### config.mk
export PLATFORM = sky130hd
export DESIGN_NAME = pulse_req_ctrl
export DESIGN_NICKNAME = d
export VERILOG_FILES = /design/src/rtl/pulse_req_ctrl.sv
export SDC_FILE = /design/constraint.sdc
export NUM_CORES = 1
export LEC_CHECK = 0
export CORE_MARGIN = 1.5
export CORE_UTILIZATION = 57
export CTS_CLUSTER_SIZE = 25
export DETAILED_ROUTE_END_ITERATION = 10
export PLACE_DENSITY_LB_ADDON = 0.2
export SYNTH_ARGS = -nofsm -noshare
export SYNTH_HDL_FRONTEND = slang
export SYNTH_SLANG_ARGS = --single-unit
### constraint.sdc
create_clock -name clk -period 5.8 [get_ports clk]
set_input_delay 1.16 -clock clk [delete_from_list [all_inputs] [get_ports clk]]
set_output_delay 1.16 -clock clk [all_outputs]
set_load 0.05 [all_outputs]
### src/rtl/pulse_req_ctrl.sv
// Pending-event counter feeding a request/acknowledge handshake with timed retry and a sticky error state.
// Latency: evt_in at n gives req_out at n+2 from empty idle; done_pulse one cycle after ack_in; no backpressure, excess events are dropped and flagged.
module pulse_req_ctrl #(
  parameter int PEND_W    = 4,
  parameter int TIMEOUT   = 64,
  parameter int MAX_RETRY = 3
) (
  input  logic              clk,
  input  logic              rst,
  input  logic              evt_in,
  input  logic              ack_in,
  input  logic              err_clr,
  output logic              req_out,
  output logic              done_pulse,
  output logic              busy,
  output logic [PEND_W-1:0] pend_cnt,
  output logic              overflow,
  output logic              err
);

  localparam int TMR_W = $clog2(TIMEOUT + 1);
  localparam int RTY_W = $clog2(MAX_RETRY + 2);

  typedef enum logic [1:0] {IDLE, SEND, WAIT, ERR} state_t;

  state_t           state, state_nxt;
  logic [TMR_W-1:0] timer, timer_nxt;
  logic [RTY_W-1:0] retry, retry_nxt;
  logic             ack_hit;
  logic             full;
  logic             drop;

  always_comb begin
    state_nxt = state;
    timer_nxt = timer;
    retry_nxt = retry;
    ack_hit   = 1'b0;
    case (state)
      IDLE: begin
        if (pend_cnt != '0) state_nxt = SEND;
      end
      SEND: begin
        state_nxt = WAIT;
        timer_nxt = '0;
      end
      WAIT: begin
        timer_nxt = timer + 1'b1;
        // an ack in the expiry cycle still completes the request
        if (ack_in) begin
          ack_hit   = 1'b1;
          retry_nxt = '0;
          state_nxt = IDLE;
        end else if (timer == TMR_W'(TIMEOUT - 1)) begin
          if (retry < RTY_W'(MAX_RETRY)) begin
            retry_nxt = retry + 1'b1;
            state_nxt = SEND;
          end else begin
            state_nxt = ERR;
          end
        end
      end
      ERR: begin
        if (err_clr) begin
          retry_nxt = '0;
          state_nxt = IDLE;
        end
      end
      default: state_nxt = IDLE;
    endcase
  end

  assign full = (pend_cnt == '1);
  assign drop = evt_in && !ack_hit && full;

  always_ff @(posedge clk) begin
    if (!rst) begin
      state      <= IDLE;
      timer      <= '0;
      retry      <= '0;
      pend_cnt   <= '0;
      overflow   <= 1'b0;
      req_out    <= 1'b0;
      done_pulse <= 1'b0;
      busy       <= 1'b0;
      err        <= 1'b0;
    end else begin
      state    <= state_nxt;
      timer    <= timer_nxt;
      retry    <= retry_nxt;
      // a simultaneous event and acknowledge cancel out
      if (evt_in && !ack_hit && !full) pend_cnt <= pend_cnt + 1'b1;
      else if (ack_hit && !evt_in)     pend_cnt <= pend_cnt - 1'b1;
      overflow   <= (overflow && !err_clr) || drop;
      req_out    <= (state_nxt == SEND);
      done_pulse <= ack_hit;
      busy       <= (state_nxt != IDLE);
      err        <= (state_nxt == ERR);
    end
  end

endmodule

# After elaboration in Yosys (flattened, before gate mapping)
# Index checks and enable logic that the tools add are counted.
dict set report totals {
  input_bits 5
  ff_bits 21
  word_cells 57
}
dict set report classes {
  magnitude_cmp 1
  n_eq_ne 10
  n_addsub 4
  mux 16
  n_reduce_logical 17
}
# operator n
set op_table {}
lappend op_table {{one-hot mux 7 bit (2 select lines)} 1}
lappend op_table {{two-way mux 3 bit} 4}
lappend op_table {{two-way mux 2 bit} 5}
lappend op_table {{two-way mux 4 bit} 2}
lappend op_table {{one-hot mux 2 bit (4 select lines)} 1}
lappend op_table {{nonzero test 2 bit} 4}
lappend op_table {{adder 7 x 1 -> 7 bit (second input constant)} 1}
lappend op_table {{== test 7 x 6 -> 1 bit (second input constant)} 1}
lappend op_table {{== test 2 bit (second input constant)} 3}
lappend op_table {{!= test 3 bit (second input constant)} 2}
lappend op_table {{one-hot mux 3 bit (2 select lines)} 1}
lappend op_table {{logical AND 1 bit} 5}
lappend op_table {{adder 4 x 1 -> 4 bit (second input constant)} 1}
lappend op_table {{== test 2 x 1 -> 1 bit (second input constant)} 2}
lappend op_table {{== test 4 bit (second input constant)} 1}
lappend op_table {{zero test 1 bit} 4}
lappend op_table {{AND reduction 4 bit} 1}
lappend op_table {{nonzero test 4 bit} 1}
lappend op_table {{subtractor 4 x 1 -> 4 bit (second input constant)} 1}
lappend op_table {{adder 3 x 1 -> 3 bit (second input constant)} 1}
lappend op_table {{less-than comparator 3 x 2 -> 1 bit (second input constant)} 1}
lappend op_table {{zero test 2 bit} 1}
lappend op_table {{two-way mux 1 bit} 2}
lappend op_table {{!= test 2 bit (second input constant)} 1}
lappend op_table {{logical OR 1 bit} 1}

# Depth between registers and ports, before layout
# Gate-level depths: netlist (run 1).
dict set report logic_depth {
  word_depth 6
  mapped_depth 10
  depth_no_buf 10
}

# Least setup slack after synthesis (run 1)
# Ideal clock, no wire load.
dict set report synth_path {
  kind {input to register}
  start {input port evt_in}
  end {register pend_cnt[3]}
  n_path_buf 0
  path_stages 8
  path_slack_ns 3.172
  required_time_ns 5.728
  t_arrival_ns 2.557
  setup_time_ns 0.072
  cell_sequence {a21boi_0 and2_1 inv_1 ha_1 a21o_1 a21oi_1 mux2i_1 mux2i_1}
}
dict set report synth_via {
  elab_chain_cells 3
  elab_cells_between_ends 6
  cone_classes {1 x mux; 5 x reduce/logical}
}
# element line
set synth_rtl {}
lappend synth_rtl {{from (decl)} 10} ;# input logic evt_in,
lappend synth_rtl {{logical AND 1 bit / zero test 1 bit (equally long branches)} {91, 92}}
lappend synth_rtl {{logical AND 1 bit (on tied branches)} {91, 92}}
lappend synth_rtl {{two-way mux 4 bit / nonzero test 2 bit (equally long branches)} --}
lappend synth_rtl {{to (signal assigned)} 91} ;# if (evt_in && !ack_hit && !full) pend_cnt <= pend_cnt + 1'b1;
lappend synth_rtl {{to (signal assigned)} 92} ;# else if (ack_hit && !evt_in) pend_cnt <= pend_cnt - 1'b1;
lappend synth_rtl {{to (decl)} 16} ;# output logic [PEND_W-1:0] pend_cnt,
# Several ways; a longest one is shown, not always the timed one.
# A chain may end at the register's enable or synchronous reset.

# Final worst setup path (run 1)
dict set report layout_path {
  start {input port ack_in}
  end {register pend_cnt[3]}
}
dict set report layout_via {
  elab_chain_cells 6
  elab_cells_between_ends 8
  cone_classes {3 x mux; 5 x reduce/logical}
}
# element line
set layout_rtl {}
lappend layout_rtl {{from (decl)} 11} ;# input logic ack_in,
lappend layout_rtl {{two-way mux 1 bit *} 49} ;# if (ack_in) begin
lappend layout_rtl {{two-way mux 1 bit *} 38} ;# case (state)
lappend layout_rtl {{zero test 1 bit} 91}
lappend layout_rtl {{logical AND 1 bit (2 in a row)} 91}
lappend layout_rtl {{two-way mux 4 bit / nonzero test 2 bit (equally long branches)} --}
# Mark *: on every way between the ends. The rest lies on a longest branch, timed or not.

==> metrics.md, run 1 <==
| Metric | Value |
|---|---|
| Status | `completed` |
| Worst Hold Class | `reg2reg` |
| Gate Count Post-Synth | `115` |
| Syn_area_per_cell | `9.41 um2` |
| Layout fillers | `137` |
| # hold bufs at CTS | `0` |
| Router iterations before antenna repair | `4` |
| Post-Synth Simple-Gate Area | `0.212` |
| Setup TNS | `0 ns` |
| Maximum VDD drop | `0.229 mV` |
| Max-cap violations | `0` |
| Clock Pin Slew Worst Setup and Hold Paths | `0.12 ns` |
| Mux contribution to synthesized area | `0.0370` |
| Seq/Total Area, Yosys | `0.388` |
| CORE AREA | `1750 um2` |
| HPWL Detailed | `1570 um` |
| Net count after synthesis | `128` |
| WS Path Type | `in2reg` |
| Die ar. | `2170 um2` |
| Synth-to-layout area growth | `16.8%` |
| Drt drc | `0` |
| Chip Height | `46.6 um` |
| IO Port Bufs | `13` |
| DR vias | `865` |
| Worst clock skew | `0.00346 ns` |
| Arr. time, crit path | `3.24 ns` |
| Place WS | `2.47 ns` |
| Share of cells above drive strength 1 | `0.0763` |
| Adder-cell share of the synthesized area | `0.0994` |
| Final Hold Viols | `0` |
| ANT cells | `0` |
| Final period utilization | `0.518` |
| CTS Buf Count | `3` |
| RSZ-0062 raised after global routing | `no` |
| CP required | `6.04 ns` |
| Distinct cell type count after synthesis | `37` |
| Core Rows | `15` |
| Gr usage total | `0.224` |
| Commonest non-fill, non-tap cell in the layout | `dfxtp_1` |
| Post-synth top area cell | `dfxtp_1` |
| DR iter-0 viols | `12` |
| Setup WS post-layout | `2.80 ns` |
| Most frequent cells in the layout | `dfxtp_1 (21), clkdlybuf4s50_1 (13), nand2_1 (9), nor2_1 (9), inv_1 (8)` |
| Leak Pwr | `0.508 nW` |
| Number of routed nets with antenna violations | `0` |
| Post-CTS setup buffers | `0` |
| H-tree levels | `1` |
| Nets | `145` |
| Maximum clock frequency | `0.333 GHz` |
| Mapped Area | `1080 um2` |
| Die Wd | `46.6 um` |
| Io pins | `14` |
| First-pass GRT wire length | `3450 um` |
| Worst-Margin Slew | `0.609 ns` |
| CTS resizes | `0` |
| Comb power frac | `0.484` |
| Largest family of logic cells by synthesized area | `simple AND/OR/NAND/NOR gates` |
| Ranking of synthesized cells by area | `dfxtp_1 (39%), ha_1 (8.1%), xor2_1 (4.0%)` |
| Remaining global-route overflow | `0` |
| PD cells | `406 nW/um2` |
| Setup violations, final | `0` |
| Crit path time final | `3.00 ns` |
| Antenna violations before repair | `0` |
| YS warnings | `0` |
| Cell internal pwr | `290 uW` |
| Clock share of power | `0.137` |
| CTS sink count | `21` |
| Root Buffer | `clkbuf_4` |
| CTS tree | `built` |
| Most common flop cell mapped by yosys | `dfxtp_1` |
| Vias in the first global route | `811` |
| Post-synth EDFFs | `0` |
| Initial Utilization | `0.620` |
| Switching power share of the total | `0.436` |
| CTS Buffer Depth | `2` |
| GPL Wtd Cong | `0.798` |
| Critical path fanouts, max | `6` |
| CP Capture Type | `register` |
| Routed WL per cell | `13.0 um` |
| Largest net degree at the start of global routing | `13` |
| R2R depth | `10` |
| Synth Area in XOR/XNOR | `0.0405` |
| Synth Area in Compound Gates | `0.185` |
| CP startpoint kind | `primary input` |
| Synth top area share | `0.388` |
| Fin. max-slew vios | `0` |
| Psw | `224 uW` |
| Final WL | `2020 um` |
| Rel. slew slack | `0.590` |
| Via density | `5.54` |
| FF+latch count, synth | `21` |
| Ys async rst share | `0` |
| Flop pwr share | `0.380` |
| Hold path depth | `2` |
| Worst-Skew Late Latency | `0.30 ns` |
-- cell families after synthesis --
family / after synthesis
AND/OR/NAND/NOR: 42
AO/OA/AOI/OAI: 25
flip-flops: 21
buffers and inverters: 10
adder cells (fa/ha/maj): 8
XOR/XNOR: 5
multiplexers: 4
-- registers in the layout (all words and copies together), names as in the netlist --
register and flops:
busy 1, done_pulse 1, overflow 1, timer 7, state 2, err 1
req_out 1, retry 3, pend_cnt 4
-- layer usage --
layer  vias up  wire length, um  GRT usage
met3         6               40     0.0392
met1       396             1030      0.315
met2        15              910      0.339
li1        448                -          -
met5         -                0          0
met4         0               45     0.0857
-- stage by stage --
| stage | cell area (um2) | hold WS, ns | instances | utilization | total power, mW |
|---|---|---|---|---|---|
| after floorplan | 1080 | 0.449 | 115 | - | 0.376 |
| after global placement | 1240 | 0.464 | 152 | 0.708 | 0.436 |
| after detailed placement | 1240 | 0.475 | 152 | 0.708 | 0.445 |
| after CTS | 1260 | 0.496 | 156 | 0.724 | 0.515 |
| after global routing | 1260 | 0.523 | 156 | 0.724 | 0.552 |
| final | 1260 | 0.494 | 156 | 0.724 | 0.513 |
-- worst max-delay path, stage by stage --
cell	delay, ns
clkdlybuf4s50_1	0.53
a21boi_0	0.27
and2_1	0.17
inv_1	0.08
ha_1	0.27
a21o_1	0.17
a21oi_1	0.17
mux2i_1	0.23
mux2i_1	0.19
-- area by class of cell --
cell class,instances,area [um2],area share
clock buffer,3,22.5,0.0178
clock inverter,1,5.00,0.00396
inverter,9,33.8,0.0267
multi-input combinational,84,621,0.491
sequential,21,420,0.333
tap,25,31.3,0.0248
timing repair buffer,13,130,0.103
-- synth_stat cells, drive strengths merged, types with 2 or more instances --
cell and n:
or3 3, ha 7, o21ai 4, and2 5, mux2i 4, a21oi 8, nor2b 2, a311oi 2
nand3 3, nand4 4, inv 8, a21o 2, o22ai 2, nand2 9, nor2 9, xor2 5
dfxtp 21
-- path summary, 6_finish.rpt --
| kind | start | endpoint | slack [ns] |
|---|---|---|---|
| worst min-delay path | timer[6] | timer[6] | 0.49 |
| worst min register to register | timer[6] | timer[6] | 0.49 |
| worst max register to register | state[0] | pend_cnt[3] | 3.39 |
| worst max-delay path | ack_in | pend_cnt[3] | 2.80 |
-- power by group through the flow --
stage,sequential (mW),clock (mW),combinational [mW]
after global routing,0.200,0.0782,0.274
after floorplan,0.254,0,0.122
final,0.195,0.0701,0.248
after CTS,0.195,0.0723,0.248
after detailed placement,0.199,0,0.246
after global placement,0.197,0,0.239
Power figures use the tool's default switching activity.
==> run 2: changes to the inputs <==
- CORE_UTILIZATION: 57 -> 48
- clock period: 5.8 -> 2.45 ns (I/O delays scaled with it)
==> run 2 against run 1 <==
  * Combinational power rose to 2.5 times the previous value
  * Hold slack got worse by 0.0050 ns
  * Sequential power rose by 130%
  * Via count rose by 3.1%
  * Clock power rose by 150%
  * Die area rose by 17%
  * Clock skew rose by 0.0028 ns
  * Critical path type unchanged
==> metrics.md, run 2 (same netlist as run 1, synthesis figures left out) <==
| Metric | Value |
|---|---|
| HPWL Detailed | `1640 um (+4.5%)` |
| Io pins | `14 (unchanged)` |
| Final Hold Viols | `0 (unchanged)` |
| R2R depth | `10 (unchanged)` |
| Cell internal pwr | `715 uW (+150%)` |
| Final period utilization | `0.896` |
| Reg-to-reg setup timing slack | `0.26 ns (-3.13 ns)` |
| Maximum clock frequency | `0.455 GHz` |
| CTS resizes | `0 (unchanged)` |
| Largest net degree at the start of global routing | `13 (unchanged)` |
| Final WL | `2220 um (+9.7%)` |
| Number of routed nets with antenna violations | `0 (unchanged)` |
| Rel. slew slack | `0.620 (+0.0299)` |
| Vias in the first global route | `891 (+9.9%)` |
| CP required | `2.70 ns (-3.34 ns)` |
| ANT cells | `0 (unchanged)` |
| Worst-Skew Late Latency | `0.31 ns (about the same)` |
| Initial Utilization | `0.499 (-0.121)` |
| Place WS | `-0.0964 ns (-2.57 ns)` |
| Clock Pin Slew Worst Setup and Hold Paths | `0.13 ns (about the same)` |
| Status | `completed` |
| Die Wd | `50.5 um (+8.4%)` |
| CTS tree | `built` |
| Most frequent cells in the layout | `dfxtp_1 (21), clkdlybuf4s50_1 (13), nand2_1 (9), nor2_1 (9)` |
| Switching power share of the total | `0.432 (-0.00326)` |
| Reg area | `420 um2 (unchanged)` |
| Arr. time, crit path | `2.45 ns (-0.79 ns)` |
| Routed WL per cell | `13.3 um (+2.5%)` |
| Crit path time final | `2.20 ns` |
| Hold Crit Start | `timer[6]` |
| Final cell count without fillers | `167 (+7.1%)` |
| Worst Hold Class | `reg2reg` |
| CP Capture Type | `register` |
| CP startpoint kind | `primary input` |
| Setup WS post-layout | `0.254 ns (-2.54 ns)` |
| Area occupied by multi-input gates | `621 um2 (unchanged)` |
| Critical path fanouts, max | `2 (-4)` |
| End of the worst hold path | `timer[6]` |
| Maximum VDD drop | `0.661 mV (+190%)` |
| # hold bufs at CTS | `0 (unchanged)` |
| Gr usage total | `0.199 (-0.0257)` |
| DR vias | `892 (+3.1%)` |
| Worst-Margin Slew | `0.564 ns (-0.0444 ns)` |
| Post-CTS setup buffers | `0 (unchanged)` |
| Max-cap violations | `0 (unchanged)` |
| Router iterations before antenna repair | `4 (unchanged)` |
| Via density | `5.34 (-3.7%)` |
| CTS Buffer Depth | `2 (unchanged)` |
| CTS sink count | `21 (unchanged)` |
| IO Port Bufs | `13 (unchanged)` |
| GPL Wtd Cong | `0.799 (+0.16%)` |
| CORE AREA | `2170 um2 (+24%)` |
| Drt drc | `0 (unchanged)` |
| Setup TNS | `0 ns (unchanged)` |
| Core Rows | `17 (+2)` |
| Worst clock skew | `0.00621 ns (+0.00275 ns)` |
| Synth-to-layout area growth | `22.7%` |
| Flop pwr share | `0.362 (-0.018)` |
| Chip Height | `50.5 um (+8.4%)` |
| Antenna violations before repair | `0 (unchanged)` |
| Remaining global-route overflow | `0 (unchanged)` |
| DR iter-0 viols | `8 (-4)` |
| RSZ-0062 raised after global routing | `no` |
| Layout fillers | `195 (+42%)` |
| H-tree levels | `1 (unchanged)` |
| Nets | `153 (+5.5%)` |
| Setup violations, final | `0 (unchanged)` |
| Biggest regs | `timer (7), pend_cnt (4), retry (3)` |
| Die ar. | `2550 um2 (+17%)` |
| Hold path depth | `2 (unchanged)` |
| FF-to-FF Start | `state[0]` |
| Final Core Density | `0.612 (-0.112)` |
| Clock share of power | `0.136 (about the same)` |
| Top reg by flops | `timer` |
| Share of cells above drive strength 1 | `0.129 (+0.0532)` |
| Post-Place Cells | `163 (+7.2%)` |
| First-pass GRT wire length | `3880 um (+12%)` |
| Root Buffer | `clkbuf_4` |
| Comb power frac | `0.501 (+0.017)` |
| PD cells | `949 nW/um2 (+130%)` |
| Fin. max-slew vios | `0 (unchanged)` |
| Critical R2R Capture | `pend_cnt[3]` |
| Max reg flops | `7 (unchanged)` |
| Commonest non-fill, non-tap cell in the layout | `dfxtp_1` |
| Psw | `545 uW (+140%)` |
| WS Path Type | `in2reg` |
| CTS Buf Count | `3 (unchanged)` |
| Leak Pwr | `0.547 nW (+7.7%)` |
==> run 2: cell count changes in the layout (fill, tap and decap cells not counted), sizes merged <==
cell | previous run | this run
buf | 0 | 8
==> run 2: worst max-delay path by stage <==
stage | startpoint | end | slack, ns
after floorplan | pend_cnt[0] | pend_cnt[3] | 0.18
after global placement | evt_in | pend_cnt[3] | -0.03
after detailed placement | evt_in | pend_cnt[3] | -0.1
after CTS | evt_in | pend_cnt[3] | 0.23
after global routing | state[0] | pend_cnt[3] | 0.13
final | evt_in | pend_cnt[3] | 0.25
==> run 2: area by class of cell <==
class,count,share of cell area
clock inverter,1,0.00377
timing repair buffer,21,0.143
multi-input combinational,84,0.467
sequential,21,0.317
clock buffer,3,0.0170
tap,28,0.0264
inverter,9,0.0254
==> run 2: power by group through the flow <==
stage / Clock [mW] / Combinational, mW / Sequential (mW)
floorplan: 0 / 0.290 / 0.601
finish: 0.172 / 0.632 / 0.457
CTS: 0.176 / 0.633 / 0.456
global route: 0.189 / 0.691 / 0.466
global placement: 0 / 0.618 / 0.463
detailed placement: 0 / 0.626 / 0.463
==> run 2: routing by layer <==
metal | global-route usage | vias up | part of all wire
met5 | 0 | - | 0
met4 | 0.0901 | 0 | 0.0095
met3 | 0.0268 | 2 | 0.024
met2 | 0.331 | 12 | 0.47
met1 | 0.254 | 417 | 0.49
li1 | - | 461 | -
==> run 2: critical path, cell delays in order <==
cell and delay (ns):
clkdlybuf4s50_1 0.47, a21boi_0 0.22, and2_1 0.18, inv_1 0.06, ha_1 0.27, a21o_1 0.18, a21oi_1 0.16, mux2i_1 0.23
mux2i_1 0.18
==> run 2: through the flow <==
stage          hold WS (ns)  total power [mW]  instance area (um2)
2_1_floorplan         0.449             0.891                 1080
4_1_cts               0.490              1.26                 1330
5_1_grt               0.521              1.35                 1330
3_5_place_dp          0.472              1.09                 1300
3_3_place_gp          0.468              1.08                 1300
6_report              0.489              1.26                 1330
==> run 3: changes to the inputs <==
- REMOVE_ABC_BUFFERS: default -> 1
==> run 3 against run 2 <==
  * Final area barely moved
  * Maximum frequency fell by 1.3%
  * Combinational power is essentially flat
  * Flip-flop and latch count unchanged
  * Highest routed layer unchanged
  * Largest cell class unchanged
  * Sequential power barely moved
==> metrics.md, run 3 (same netlist as run 1, synthesis figures left out) <==
| Metric | Value |
|---|---|
| Final period utilization | `0.908 (+0.0121)` |
| DR iter-0 viols | `36 (+28)` |
| CTS resizes | `0 (unchanged)` |
| CP required | `2.69 ns (about the same)` |
| First-pass GRT wire length | `3790 um (-2.3%)` |
| RSZ-0062 raised after global routing | `no` |
| Max-cap violations | `0 (unchanged)` |
| Vias in the first global route | `872 (-2.1%)` |
| Drt drc | `0 (unchanged)` |
| CP max-delay cell | `clkdlybuf4s50_1` |
| Hold Crit Start | `timer[0]` |
| Max reg flops | `7 (unchanged)` |
| Die ar. | `2550 um2 (unchanged)` |
| IO Port Bufs | `13 (unchanged)` |
| Synth-to-layout area growth | `22.5% (about the same)` |
| Setup violations, final | `0 (unchanged)` |
| PD cells | `947 nW/um2 (-0.29%)` |
| CTS Buffer Depth | `2 (unchanged)` |
| Largest delay share family, worst path | `compound AO/OA/AOI/OAI gates` |
| Reg-to-reg setup timing slack | `0.24 ns (-0.02 ns)` |
| Cell mode on critical path | `mux2i_1` |
| Router iterations before antenna repair | `4 (unchanged)` |
| Critical Path Max Stage Delay | `0.47 ns (about the same)` |
| CTS sink count | `21 (unchanged)` |
| Routed WL per cell | `13.4 um (+0.63%)` |
| WS Path Type | `in2reg` |
| Maximum clock frequency | `0.449 GHz (-1.3%)` |
| CORE AREA | `2170 um2 (unchanged)` |
| CTS Buf Count | `3 (unchanged)` |
| H-tree levels | `1 (unchanged)` |
| Psw | `538 uW (-1.2%)` |
| Post-CTS setup buffers | `0 (unchanged)` |
| Hold WS | `0.514 ns (+0.0251 ns)` |
| Layout fillers | `201 (+3.1%)` |
| GPL Wtd Cong | `0.797 (-0.20%)` |
| Antenna violations before repair | `0 (unchanged)` |
| CP startpoint kind | `primary input` |
| Status | `completed` |
| Switching power share of the total | `0.429 (-0.00356)` |
| Clock share of power | `0.134 (-0.002)` |
| Worst-Skew Late Latency | `0.30 ns (about the same)` |
| Maximum VDD drop | `0.575 mV (-13%)` |
| Hold path depth | `2 (unchanged)` |
| # hold bufs at CTS | `0 (unchanged)` |
| Initial Utilization | `0.499 (unchanged)` |
| Worst-Margin Slew | `0.556 ns (-0.00796 ns)` |
| Via density | `5.47 (+2.4%)` |
| Cell internal pwr | `717 uW (+0.24%)` |
| Leak Pwr | `0.545 nW (-0.50%)` |
| Critical path buffers and inverters | `2 (unchanged)` |
| Flop pwr share | `0.363 (about the same)` |
| Final instance area | `1330 um2 (about the same)` |
| Worst clock skew | `0.00142 ns (-0.00479 ns)` |
| Fin. max-slew vios | `0 (unchanged)` |
| Post-Place Cell Area | `1300 um2 (unchanged)` |
| Gr usage total | `0.199 (+0.000629)` |
| Remaining global-route overflow | `0 (unchanged)` |
| Largest net degree at the start of global routing | `12 (-1)` |
| Critical R2R Capture | `pend_cnt[3]` |
| CP Capture Type | `register` |
| Chip Height | `50.5 um (unchanged)` |
| FF-to-FF Start | `state[0]` |
| Setup WS post-layout | `0.224 ns (-0.0296 ns)` |
| Share of cells above drive strength 1 | `0.122 (-0.00719)` |
| Arr. time, crit path | `2.47 ns (+0.02 ns)` |
| Final WL | `2230 um (+0.63%)` |
| R2R depth | `10 (unchanged)` |
| Rel. slew slack | `0.625 (+0.00536)` |
| Biggest regs | `timer (7), pend_cnt (4), retry (3)` |
| End of the worst hold path | `timer[0]` |
| Nets | `153 (unchanged)` |
| Top reg by flops | `timer` |
| Clock Pin Slew Worst Setup and Hold Paths | `0.12 ns (about the same)` |
| CTS tree | `built` |
| HPWL Detailed | `1730 um (+5.4%)` |
| Most frequent cells in the layout | `dfxtp_1 (21), clkdlybuf4s50_1 (13), nand2_1 (9), nor2_1 (9)` |
| Critical path fanouts, max | `2 (unchanged)` |
| Number of routed nets with antenna violations | `0 (unchanged)` |
| Crit path time final | `2.23 ns (+0.0296 ns)` |
| Commonest non-fill, non-tap cell in the layout | `dfxtp_1` |
| Comb power frac | `0.502 (about the same)` |
| Worst Hold Class | `reg2reg` |
| Core Rows | `17 (unchanged)` |
| ANT cells | `0 (unchanged)` |
| Die Wd | `50.5 um (unchanged)` |
| Io pins | `14 (unchanged)` |
| DR vias | `913 (+2.4%)` |
| Place WS | `-0.114 ns (-0.0176 ns)` |
| Final Hold Viols | `0 (unchanged)` |
| Critical-path cell list | `clkdlybuf4s50_1 -> a21boi_0 -> and2_1 -> inv_1 -> ha_1 -> a21o_1 -> a21oi_1 -> mux2i_1 -> mux2i_1` |
| Root Buffer | `clkbuf_4` |
-- run 3: cell types whose count changed in the layout (fill, tap and decap cells not counted) --
cell / before / now
clkbuf_1: 0 / 1
clkinv_2: 1 / 0
-- run 3: worst register-to-register path, delay by kind of cell, from the launching register on --
| kind | cells | cell delay [ns] |
|---|---|---|
| buffers and inverters | 2 | 0.14 |
| flip-flops | 1 | 0.36 |
| AND/OR/NAND/NOR | 1 | 0.18 |
| multiplexers | 2 | 0.43 |
| AO/OA/AOI/OAI | 3 | 0.57 |
| adder cells (fa/ha/maj) | 2 | 0.48 |
-- run 3: power by group through the flow --
stage	clock [mW]	sequential (mW)	combinational [mW]
2_1_floorplan	0	0.601	0.287
3_3_place_gp	0	0.460	0.616
3_5_place_dp	0	0.461	0.628
4_1_cts	0.172	0.454	0.632
5_1_grt	0.193	0.462	0.691
6_report	0.169	0.456	0.631
-- run 3: worst max-delay path by stage --
stage                      from  slack [ns]  depth (start not counted)     endpoint
floorplan           pend_cnt[0]        0.18                          8  pend_cnt[3]
global placement         evt_in       -0.02                          9  pend_cnt[3]
detailed placement       evt_in       -0.11                          9  pend_cnt[3]
CTS                      evt_in        0.21                          9  pend_cnt[3]
global route           state[0]        0.11                         10  pend_cnt[3]
finish                   evt_in        0.22                          9  pend_cnt[3]
-- run 3: cell type report --
class	count	area, um2	share of cell area
Timing Repair Buffer	21	190	0.143
Inverter	9	33.8	0.0255
Tap cell	28	35.0	0.0264
Multi-Input combinational cell	84	621	0.468
Sequential cell	21	420	0.317
Clock buffer	4	26.3	0.0198
-- run 3: layer usage --
metal / global-route usage / vias to the layer above / routed length [um]
li1: - / 461 / -
met1: 0.260 / 424 / 1040
met2: 0.309 / 24 / 1060
met3: 0.0417 / 4 / 108
met4: 0.104 / 0 / 31
met5: 0 / - / 0
-- run 3: metrics by stage --
stage / util / TNS (ns) / cells / power [mW]
floorplan: - / 0 / 114 / 0.889
global placement: 0.599 / -0.0210 / 163 / 1.08
detailed placement: 0.599 / -0.114 / 163 / 1.09
CTS: 0.611 / 0 / 167 / 1.26
global route: 0.611 / 0 / 167 / 1.35
finish: 0.611 / 0 / 167 / 1.26
